<file path="src/rtl/scr1_rst_seq_pkg.sv">
`default_nettype none
// ============================================================================
//  Module   : scr1_rst_seq_pkg
//  Brief    : Shared types, counter-width helpers and parameter limits for the
//             multi-hart reset sequencer.
//  Revision : 1.0 - initial release
// ============================================================================
package scr1_rst_seq_pkg;

  // Per-channel sequencing states
  typedef enum logic [1:0] {
    RUN    = 2'd0,
    DRAIN  = 2'd1,
    HOLD   = 2'd2,
    SETTLE = 2'd3
  } type_scr1_rst_seq_state_e;

  // Legal parameter ranges
  localparam int SCR1_RST_SEQ_HARTS_MIN    = 1;
  localparam int SCR1_RST_SEQ_HARTS_MAX    = 8;
  localparam int SCR1_RST_SEQ_QLFY_DLY_MIN = 1;
  localparam int SCR1_RST_SEQ_RST_HOLD_MIN = 1;

  // Default timing
  localparam int SCR1_RST_SEQ_QLFY_DLY_DEF = 2;
  localparam int SCR1_RST_SEQ_RST_HOLD_DEF = 4;

  function automatic int scr1_rst_seq_max(input int a, input int b);
    return (a > b) ? a : b;
  endfunction

  // The shared down-counter must hold the larger of the two reload values
  function automatic int scr1_rst_seq_cnt_w(input int qlfy_dly, input int rst_hold);
    return $clog2(scr1_rst_seq_max(qlfy_dly, rst_hold) + 1);
  endfunction

endpackage : scr1_rst_seq_pkg
`default_nettype wire

</file>
<file path="src/rtl/scr1_rst_seq_ch.sv">
`default_nettype none
// ============================================================================
//  Module   : scr1_rst_seq_ch
//  Brief    : One reset channel: drain -> hold -> settle sequencer with a
//             shared down-counter, registered rst_n / RDC qualifier outputs
//             and a status bit (sticky when SCR1_RST_SEQ_STICKY_STATUS_EN is
//             defined, otherwise a plain "not running" flag).
//  Revision : 1.0 - initial release
// ============================================================================
module scr1_rst_seq_ch
  import scr1_rst_seq_pkg::*;
#(
  parameter int QLFY_DLY     = SCR1_RST_SEQ_QLFY_DLY_DEF,
  parameter int RST_HOLD_CYC = SCR1_RST_SEQ_RST_HOLD_DEF
) (
  input  logic clk,
  input  logic rst,
  input  logic i_req,
  input  logic i_status_clr,
  output logic o_rst_n,
  output logic o_qlfy,
  output logic o_busy,
  output logic o_status
);

  localparam int c_cnt_w = scr1_rst_seq_cnt_w(QLFY_DLY, RST_HOLD_CYC);

  localparam logic [c_cnt_w-1:0] c_qlfy_ld = c_cnt_w'(QLFY_DLY - 1);
  localparam logic [c_cnt_w-1:0] c_hold_ld = c_cnt_w'(RST_HOLD_CYC - 1);
  localparam logic [c_cnt_w-1:0] c_cnt_one = c_cnt_w'(1);

  localparam logic [1:0] c_st_run    = RUN;
  localparam logic [1:0] c_st_drain  = DRAIN;
  localparam logic [1:0] c_st_hold   = HOLD;
  localparam logic [1:0] c_st_settle = SETTLE;

  logic [1:0]         r_state;
  logic [1:0]         w_state_nxt;
  logic [c_cnt_w-1:0] r_cnt;
  logic [c_cnt_w-1:0] w_cnt_nxt;
  logic               w_cnt_zero;
  logic               r_rst_n;
  logic               r_qlfy;
  logic               r_busy;

  assign w_cnt_zero = (r_cnt == '0);

  // Next-state and counter reload/decrement
  always_comb begin
    w_state_nxt = r_state;
    w_cnt_nxt   = r_cnt;
    case (r_state)
      c_st_run: begin
        if (i_req) begin
          w_state_nxt = c_st_drain;
          w_cnt_nxt   = c_qlfy_ld;
        end
      end
      c_st_drain: begin
        // A request dropping here does not abort: the sequence is latched
        if (w_cnt_zero) begin
          w_state_nxt = c_st_hold;
          w_cnt_nxt   = c_hold_ld;
        end else begin
          w_cnt_nxt = r_cnt - c_cnt_one;
        end
      end
      c_st_hold: begin
        // A live request stretches the hold beyond the minimum
        if (w_cnt_zero) begin
          if (!i_req) begin
            w_state_nxt = c_st_settle;
            w_cnt_nxt   = c_qlfy_ld;
          end
        end else begin
          w_cnt_nxt = r_cnt - c_cnt_one;
        end
      end
      c_st_settle: begin
        // Qualifier is still low, so a new request can re-enter HOLD directly
        if (i_req) begin
          w_state_nxt = c_st_hold;
          w_cnt_nxt   = c_hold_ld;
        end else if (w_cnt_zero) begin
          w_state_nxt = c_st_run;
        end else begin
          w_cnt_nxt = r_cnt - c_cnt_one;
        end
      end
      default: begin
        w_state_nxt = c_st_hold;
        w_cnt_nxt   = c_hold_ld;
      end
    endcase
  end

  // State, counter and registered outputs decoded from the next state
  always_ff @(posedge clk) begin
    if (rst) begin
      r_state <= c_st_hold;
      r_cnt   <= c_hold_ld;
      r_rst_n <= 1'b0;
      r_qlfy  <= 1'b0;
      r_busy  <= 1'b1;
    end else begin
      r_state <= w_state_nxt;
      r_cnt   <= w_cnt_nxt;
      r_rst_n <= (w_state_nxt != c_st_hold);
      r_qlfy  <= (w_state_nxt == c_st_run);
      r_busy  <= (w_state_nxt != c_st_run);
    end
  end

`ifdef SCR1_RST_SEQ_STICKY_STATUS_EN
  logic r_sticky;
  logic w_hold_entry;

  assign w_hold_entry = (w_state_nxt == c_st_hold) && (r_state != c_st_hold);

  // Sticky status: set on HOLD entry, cleared only while running; set wins
  always_ff @(posedge clk) begin
    if (rst) begin
      r_sticky <= 1'b1;
    end else if (w_hold_entry) begin
      r_sticky <= 1'b1;
    end else if (i_status_clr && (r_state == c_st_run)) begin
      r_sticky <= 1'b0;
    end
  end

  assign o_status = r_sticky;
`else
  logic w_unused_status_clr;

  assign w_unused_status_clr = i_status_clr;
  assign o_status            = r_busy;
`endif

  assign o_rst_n = r_rst_n;
  assign o_qlfy  = r_qlfy;
  assign o_busy  = r_busy;

endmodule : scr1_rst_seq_ch
`default_nettype wire

</file>
<file path="src/rtl/scr1_rst_seq_mc.sv">
`default_nettype none
// ============================================================================
//  Module   : scr1_rst_seq_mc
//  Brief    : Multi-hart reset sequencer. Channel 0 drives the system reset
//             domain, channel i+1 drives hart i; the system request fans out
//             to every hart channel. Optional macro:
//             SCR1_RST_SEQ_STICKY_STATUS_EN - sticky per-hart reset status.
//  Revision : 1.0 - initial release
// ============================================================================
module scr1_rst_seq_mc
  import scr1_rst_seq_pkg::*;
#(
  parameter int NUM_HARTS    = 2,
  parameter int QLFY_DLY     = SCR1_RST_SEQ_QLFY_DLY_DEF,
  parameter int RST_HOLD_CYC = SCR1_RST_SEQ_RST_HOLD_DEF
) (
  input  logic                 clk,
  input  logic                 rst,
  input  logic                 sys_rst_req_i,
  input  logic [NUM_HARTS-1:0] hart_rst_req_i,
  input  logic [NUM_HARTS-1:0] status_clr_i,
  output logic                 sys_rst_n_o,
  output logic                 sys_rdc_qlfy_o,
  output logic [NUM_HARTS-1:0] core_rst_n_o,
  output logic [NUM_HARTS-1:0] core_rdc_qlfy_o,
  output logic [NUM_HARTS-1:0] core_rst_status_o,
  output logic                 busy_o
);

  localparam int c_num_ch = NUM_HARTS + 1;

  // Elaboration-time parameter range checks
  if ((NUM_HARTS < SCR1_RST_SEQ_HARTS_MIN) || (NUM_HARTS > SCR1_RST_SEQ_HARTS_MAX)) begin : g_bad_num_harts
    $error("scr1_rst_seq_mc: NUM_HARTS out of range");
  end
  if (QLFY_DLY < SCR1_RST_SEQ_QLFY_DLY_MIN) begin : g_bad_qlfy_dly
    $error("scr1_rst_seq_mc: QLFY_DLY out of range");
  end
  if (RST_HOLD_CYC < SCR1_RST_SEQ_RST_HOLD_MIN) begin : g_bad_rst_hold
    $error("scr1_rst_seq_mc: RST_HOLD_CYC out of range");
  end

  logic [c_num_ch-1:0] w_req;
  logic [c_num_ch-1:0] w_clr;
  logic [c_num_ch-1:0] w_rst_n;
  logic [c_num_ch-1:0] w_qlfy;
  logic [c_num_ch-1:0] w_busy;
  logic [c_num_ch-1:0] w_status;
  logic                w_unused_sys_status;

  // System request is folded into every hart request
  assign w_req = {hart_rst_req_i | {NUM_HARTS{sys_rst_req_i}}, sys_rst_req_i};
  assign w_clr = {status_clr_i, 1'b0};

  for (genvar gi = 0; gi < c_num_ch; gi++) begin : g_ch
    scr1_rst_seq_ch #(
      .QLFY_DLY     (QLFY_DLY),
      .RST_HOLD_CYC (RST_HOLD_CYC)
    ) u_ch (
      .clk          (clk),
      .rst          (rst),
      .i_req        (w_req[gi]),
      .i_status_clr (w_clr[gi]),
      .o_rst_n      (w_rst_n[gi]),
      .o_qlfy       (w_qlfy[gi]),
      .o_busy       (w_busy[gi]),
      .o_status     (w_status[gi])
    );
  end

  assign sys_rst_n_o         = w_rst_n[0];
  assign sys_rdc_qlfy_o      = w_qlfy[0];
  assign core_rst_n_o        = w_rst_n[c_num_ch-1:1];
  assign core_rdc_qlfy_o     = w_qlfy[c_num_ch-1:1];
  assign core_rst_status_o   = w_status[c_num_ch-1:1];
  assign w_unused_sys_status = w_status[0];

  // Per-channel busy flags are registered; the top only merges them
  assign busy_o = |w_busy;

endmodule : scr1_rst_seq_mc
`default_nettype wire

</file>
<file path="config.mk">
export PLATFORM = sky130hd
export DESIGN_NAME = scr1_rst_seq_mc
export DESIGN_NICKNAME = d
export VERILOG_FILES = /design/src/rtl/scr1_rst_seq_pkg.sv /design/src/rtl/scr1_rst_seq_ch.sv /design/src/rtl/scr1_rst_seq_mc.sv
export SDC_FILE = /design/constraint.sdc
export NUM_CORES = 1
export LEC_CHECK = 0
export BUFFER_PORTS_ARGS = -buffer_cell sky130_fd_sc_hd__buf_4
export CAP_MARGIN = 20
export CORE_UTILIZATION = 38
export CTS_CLUSTER_SIZE = 12
export DETAILED_ROUTE_END_ITERATION = 7
export PLACE_DENSITY = 0.58
export SYNTH_ARGS = -nofsm -noshare
export SYNTH_HDL_FRONTEND = slang
export SYNTH_SLANG_ARGS = --single-unit
</file>
<file path="constraint.sdc">
create_clock -name clk -period 1.8 [get_ports clk]
set_input_delay 0.18 -clock clk [delete_from_list [all_inputs] [get_ports clk]]
set_output_delay 0.18 -clock clk [all_outputs]
set_load 0.01 [all_outputs]
</file>
==> results.yml <==
critical_path:
  critical_path.max_fanout: 5
  cp-endpoint: "g_ch[2].u_ch.r_cnt[2]$_SDFFE_PP0P_"
  worstReg2RegEnd: "g_ch[2].u_ch.r_cnt[2]$_SDFFE_PP0P_"
  worst_ep_required_time_ns: 2.02
  r2r_cells: 6
  launch_instance_of_the_worst_register_to_register_path: "g_ch[2].u_ch.r_cnt[0]$_SDFFE_PP1P_"
  cp_startpoint: "g_ch[2].u_ch.r_cnt[0]$_SDFFE_PP1P_"
  critPathLaunchType: "flop"
  critical_path.endpoint_type: "flop"
  arrival_ns: 1.86
  timing.setup.critical_path_class: "flop to flop"
  ff2ff_setup_slack_ns: 0.16
synthesis:
  synth_fp_nets: 173
  synth.avg_cell_area_um2: 8.38
  postSynth.topFlopCell: "sky130_fd_sc_hd__dfxtp_1"
  synthesis.yosys.warnings: 0
  syn_inst: 160
  number_of_synthesized_flops_with_an_enable_pin: 0
  number_of_distinct_library_cells_after_synthesis: 45
  asyncSetResetFlopFracSynth_pct: 0
  synth-seq-cells: 24
  ys_seq_area_share_pct: 35.8
  synth.cell_area_mm2: 0.00134
run_status:
  outcome: "completed"
detailed_routing:
  wl_per_cell_um: 12.2
  initialDrtViolationCount: 73
  drt-pass1-iter-count: 4
  via_per_inst: 5.29
  route.vias.total: 1111
  detail_route.drc_violations: 0
  drt.antenna.violating_nets: 0
  final_wirelength_um: 2560
final_layout:
  area.growth.synth_to_final_pct: 8.86
  drive_gt1_share_pct: 17.1
  multi_input_area_um2: 721
  layout.nets: 178
  ff_latch_area_um2: 480
  n_antenna_cell: 0
  fill_cells: 366
  finish.utilization_pct: 43.4
clock_tree:
  cts_hold_repair.buffers: 0
  numClockSinks: 24
  cells_resized_by_post_cts_repair: 0
  clkTransAtPathRegs_ns: 0.14
  clk-insertion-delay-late_ns: 0.32
  h-tree-depth: 1
  tritoncts_clock_tree: "yes"
  cts.root.buffer_cell: "sky130_fd_sc_hd__clkbuf_4"
  cts_max_path_buffers: 2
  cts_post_setup_buffers_inserted: 0
  cts_inserted_buffers: 3
floorplanning:
  core_mm2: 0.00336
  chipHeight_um: 61.4
  design.portCount: 16
  die_width_um: 61.4
  rows: 21
  floorplan.initialDensity_pct: 39.9
  dieArea_mm2: 0.00377
grt:
  groute.usage.overall_pct: 15.6
  grt_start_max_net_pins: 24
  first_global_vias: 994
  grt_pass1_wl_um: 4310
  initial_antenna_violation_count: 0
  overflow: 0
timing:
  pin_slew_with_the_least_headroom_to_its_limit_ns: 0.487
  crit_path_time_final_ns: 1.64
  min_period_over_period_pct: 91.1
  report.final.slew_viol_count: 0
  hold_violations: 0
  rsz0062_at_grt: "false"
  timing.clock.skew_ns: 0.00706
  fmax_mhz: 610
  slew_headroom_pct: 67.3
  setup_viol: 0
  totalNegativeSetupSlack_ns: 0
hold_path:
  hold_class: "primary input to flop"
place:
  gpl.final_weighted_congestion: 0.814
  placement.io_buffers: 13
  dp.final_hpwl_um: 1830
power_and_ir_drop:
  peakVddDrop_mv: 0.362
  power_density_mw_per_mm2: 894
  p_leak_nw: 0.604
job:
  max_cap_viol_count: 0
cell families after synthesis:
family / share of synthesized area (%)
adder cells (fa/ha/maj): 5.60
flip-flops: 35.8
buffers and inverters: 10.4
multiplexers: 0.839
AND/OR/NAND/NOR: 24.0
AO/OA/AOI/OAI: 21.4
XOR/XNOR: 1.96
synth_stat cells, types with 2 or more instances:
cell	count	area share, %
sky130_fd_sc_hd__a211oi_1	2	1.1
sky130_fd_sc_hd__a21boi_0	2	1.1
sky130_fd_sc_hd__a21oi_1	10	3.7
sky130_fd_sc_hd__a31oi_1	2	0.93
sky130_fd_sc_hd__a41oi_2	2	2.4
sky130_fd_sc_hd__and3_1	2	0.93
sky130_fd_sc_hd__buf_2	4	1.5
sky130_fd_sc_hd__buf_4	6	3.4
sky130_fd_sc_hd__clkbuf_1	4	1.1
sky130_fd_sc_hd__dfxtp_1	24	36
sky130_fd_sc_hd__ha_1	6	5.6
sky130_fd_sc_hd__inv_1	11	3.1
sky130_fd_sc_hd__nand2_1	9	2.5
sky130_fd_sc_hd__nand2b_1	2	0.93
sky130_fd_sc_hd__nand3_1	4	1.5
sky130_fd_sc_hd__nor2_1	11	3.1
sky130_fd_sc_hd__nor2b_1	4	1.9
sky130_fd_sc_hd__nor3_1	3	1.1
sky130_fd_sc_hd__nor3b_1	4	2.2
sky130_fd_sc_hd__nor4_1	3	1.4
sky130_fd_sc_hd__o2111ai_1	2	1.3
sky130_fd_sc_hd__o21ai_0	12	4.5
sky130_fd_sc_hd__o21ai_1	4	1.5
sky130_fd_sc_hd__o32a_1	2	1.5
sky130_fd_sc_hd__or3_1	3	1.4
sky130_fd_sc_hd__xnor2_1	3	2.0
through the flow:
step	cell area, um^2	setup WS [ns]	power, W	cells	hold slack [ns]
after floorplan	1340	0.297	0.000942	160	0.259
after global placement	1420	0.215	0.00101	206	0.416
after detailed placement	1420	0.157	0.00103	206	0.422
after CTS	1460	0.144	0.00132	210	0.0720
after global routing	1460	0.0146	0.00142	210	0.0529
final	1460	0.159	0.00131	210	0.0796
where the power goes:
group / internal (W) / switching [W]
logic: 0.000182 / 0.000199
registers: 0.000595 / 0.0000391
clock network: 0.000124 / 0.000168
worst max-delay path, stage by stage, from the launching register on:
cell and delay [ns]:
sky130_fd_sc_hd__dfxtp_1 0.33, sky130_fd_sc_hd__inv_1 0.10, sky130_fd_sc_hd__ha_1 0.16, sky130_fd_sc_hd__nor2b_1 0.32, sky130_fd_sc_hd__a41oi_2 0.24, sky130_fd_sc_hd__nor4b_2 0.21
sky130_fd_sc_hd__a31o_1 0.18
flip-flops by register name, summed over array words and instances, names as in the netlist:
signal	flops
g_ch.u_ch.o_qlfy	3
g_ch.u_ch.o_busy	3
g_ch.u_ch.r_cnt	9
g_ch.u_ch.o_rst_n	3
g_ch.u_ch.r_state	6
layout make-up:
cell class / instances / area share (%)
Inverter: 12 / 3.08
Timing Repair Buffer: 16 / 8.23
Sequential cell: 24 / 32.9
Tap cell: 46 / 3.94
Multi-Input combinational cell: 108 / 49.4
Clock buffer: 4 / 2.49
worst min path at each step:
| stage | start | endpoint | slack, ns | cells past startpoint |
|---|---|---|---|---|
| after floorplan | hart_rst_req_i[0] | g_ch[1].u_ch.o_qlfy$_SDFF_PP0_ | 0.26 | 1 |
| after global placement | hart_rst_req_i[1] | g_ch[2].u_ch.o_qlfy$_SDFF_PP0_ | 0.42 | 2 |
| after detailed placement | hart_rst_req_i[1] | g_ch[2].u_ch.o_qlfy$_SDFF_PP0_ | 0.42 | 2 |
| after CTS | hart_rst_req_i[0] | g_ch[1].u_ch.o_qlfy$_SDFF_PP0_ | 0.07 | 2 |
| after global routing | hart_rst_req_i[0] | g_ch[1].u_ch.o_qlfy$_SDFF_PP0_ | 0.05 | 2 |
| final | hart_rst_req_i[0] | g_ch[1].u_ch.o_qlfy$_SDFF_PP0_ | 0.08 | 2 |
placed cells by master (no fill, tap or decap), types with 2 or more instances in the layout:
master	n
sky130_fd_sc_hd__nand2_1	9
sky130_fd_sc_hd__a211oi_1	2
sky130_fd_sc_hd__buf_4	16
sky130_fd_sc_hd__nand3_1	4
sky130_fd_sc_hd__o32a_1	2
sky130_fd_sc_hd__a21oi_1	10
sky130_fd_sc_hd__and3_1	2
sky130_fd_sc_hd__a31oi_1	2
sky130_fd_sc_hd__nor2b_1	4
sky130_fd_sc_hd__a41oi_2	2
sky130_fd_sc_hd__nand2b_1	2
sky130_fd_sc_hd__dfxtp_1	24
sky130_fd_sc_hd__nor3b_1	4
sky130_fd_sc_hd__nor2_1	11
sky130_fd_sc_hd__inv_1	11
sky130_fd_sc_hd__xnor2_1	3
sky130_fd_sc_hd__clkbuf_4	3
sky130_fd_sc_hd__or3_1	3
sky130_fd_sc_hd__o21ai_1	4
sky130_fd_sc_hd__a21boi_0	2
sky130_fd_sc_hd__nor4_1	3
sky130_fd_sc_hd__ha_1	6
sky130_fd_sc_hd__nor3_1	3
sky130_fd_sc_hd__o21ai_0	12
sky130_fd_sc_hd__o2111ai_1	2
layer usage:
metal / vias to the layer above / share of wire [%] / track usage [%]
met1: 508 / 49 / 19.7
met5: - / 0 / 0
li1: 568 / - / -
met3: 10 / 2.9 / 2.52
met2: 25 / 46 / 25.6
met4: 0 / 2.0 / 7.94
(Power assumes the default switching activity.)
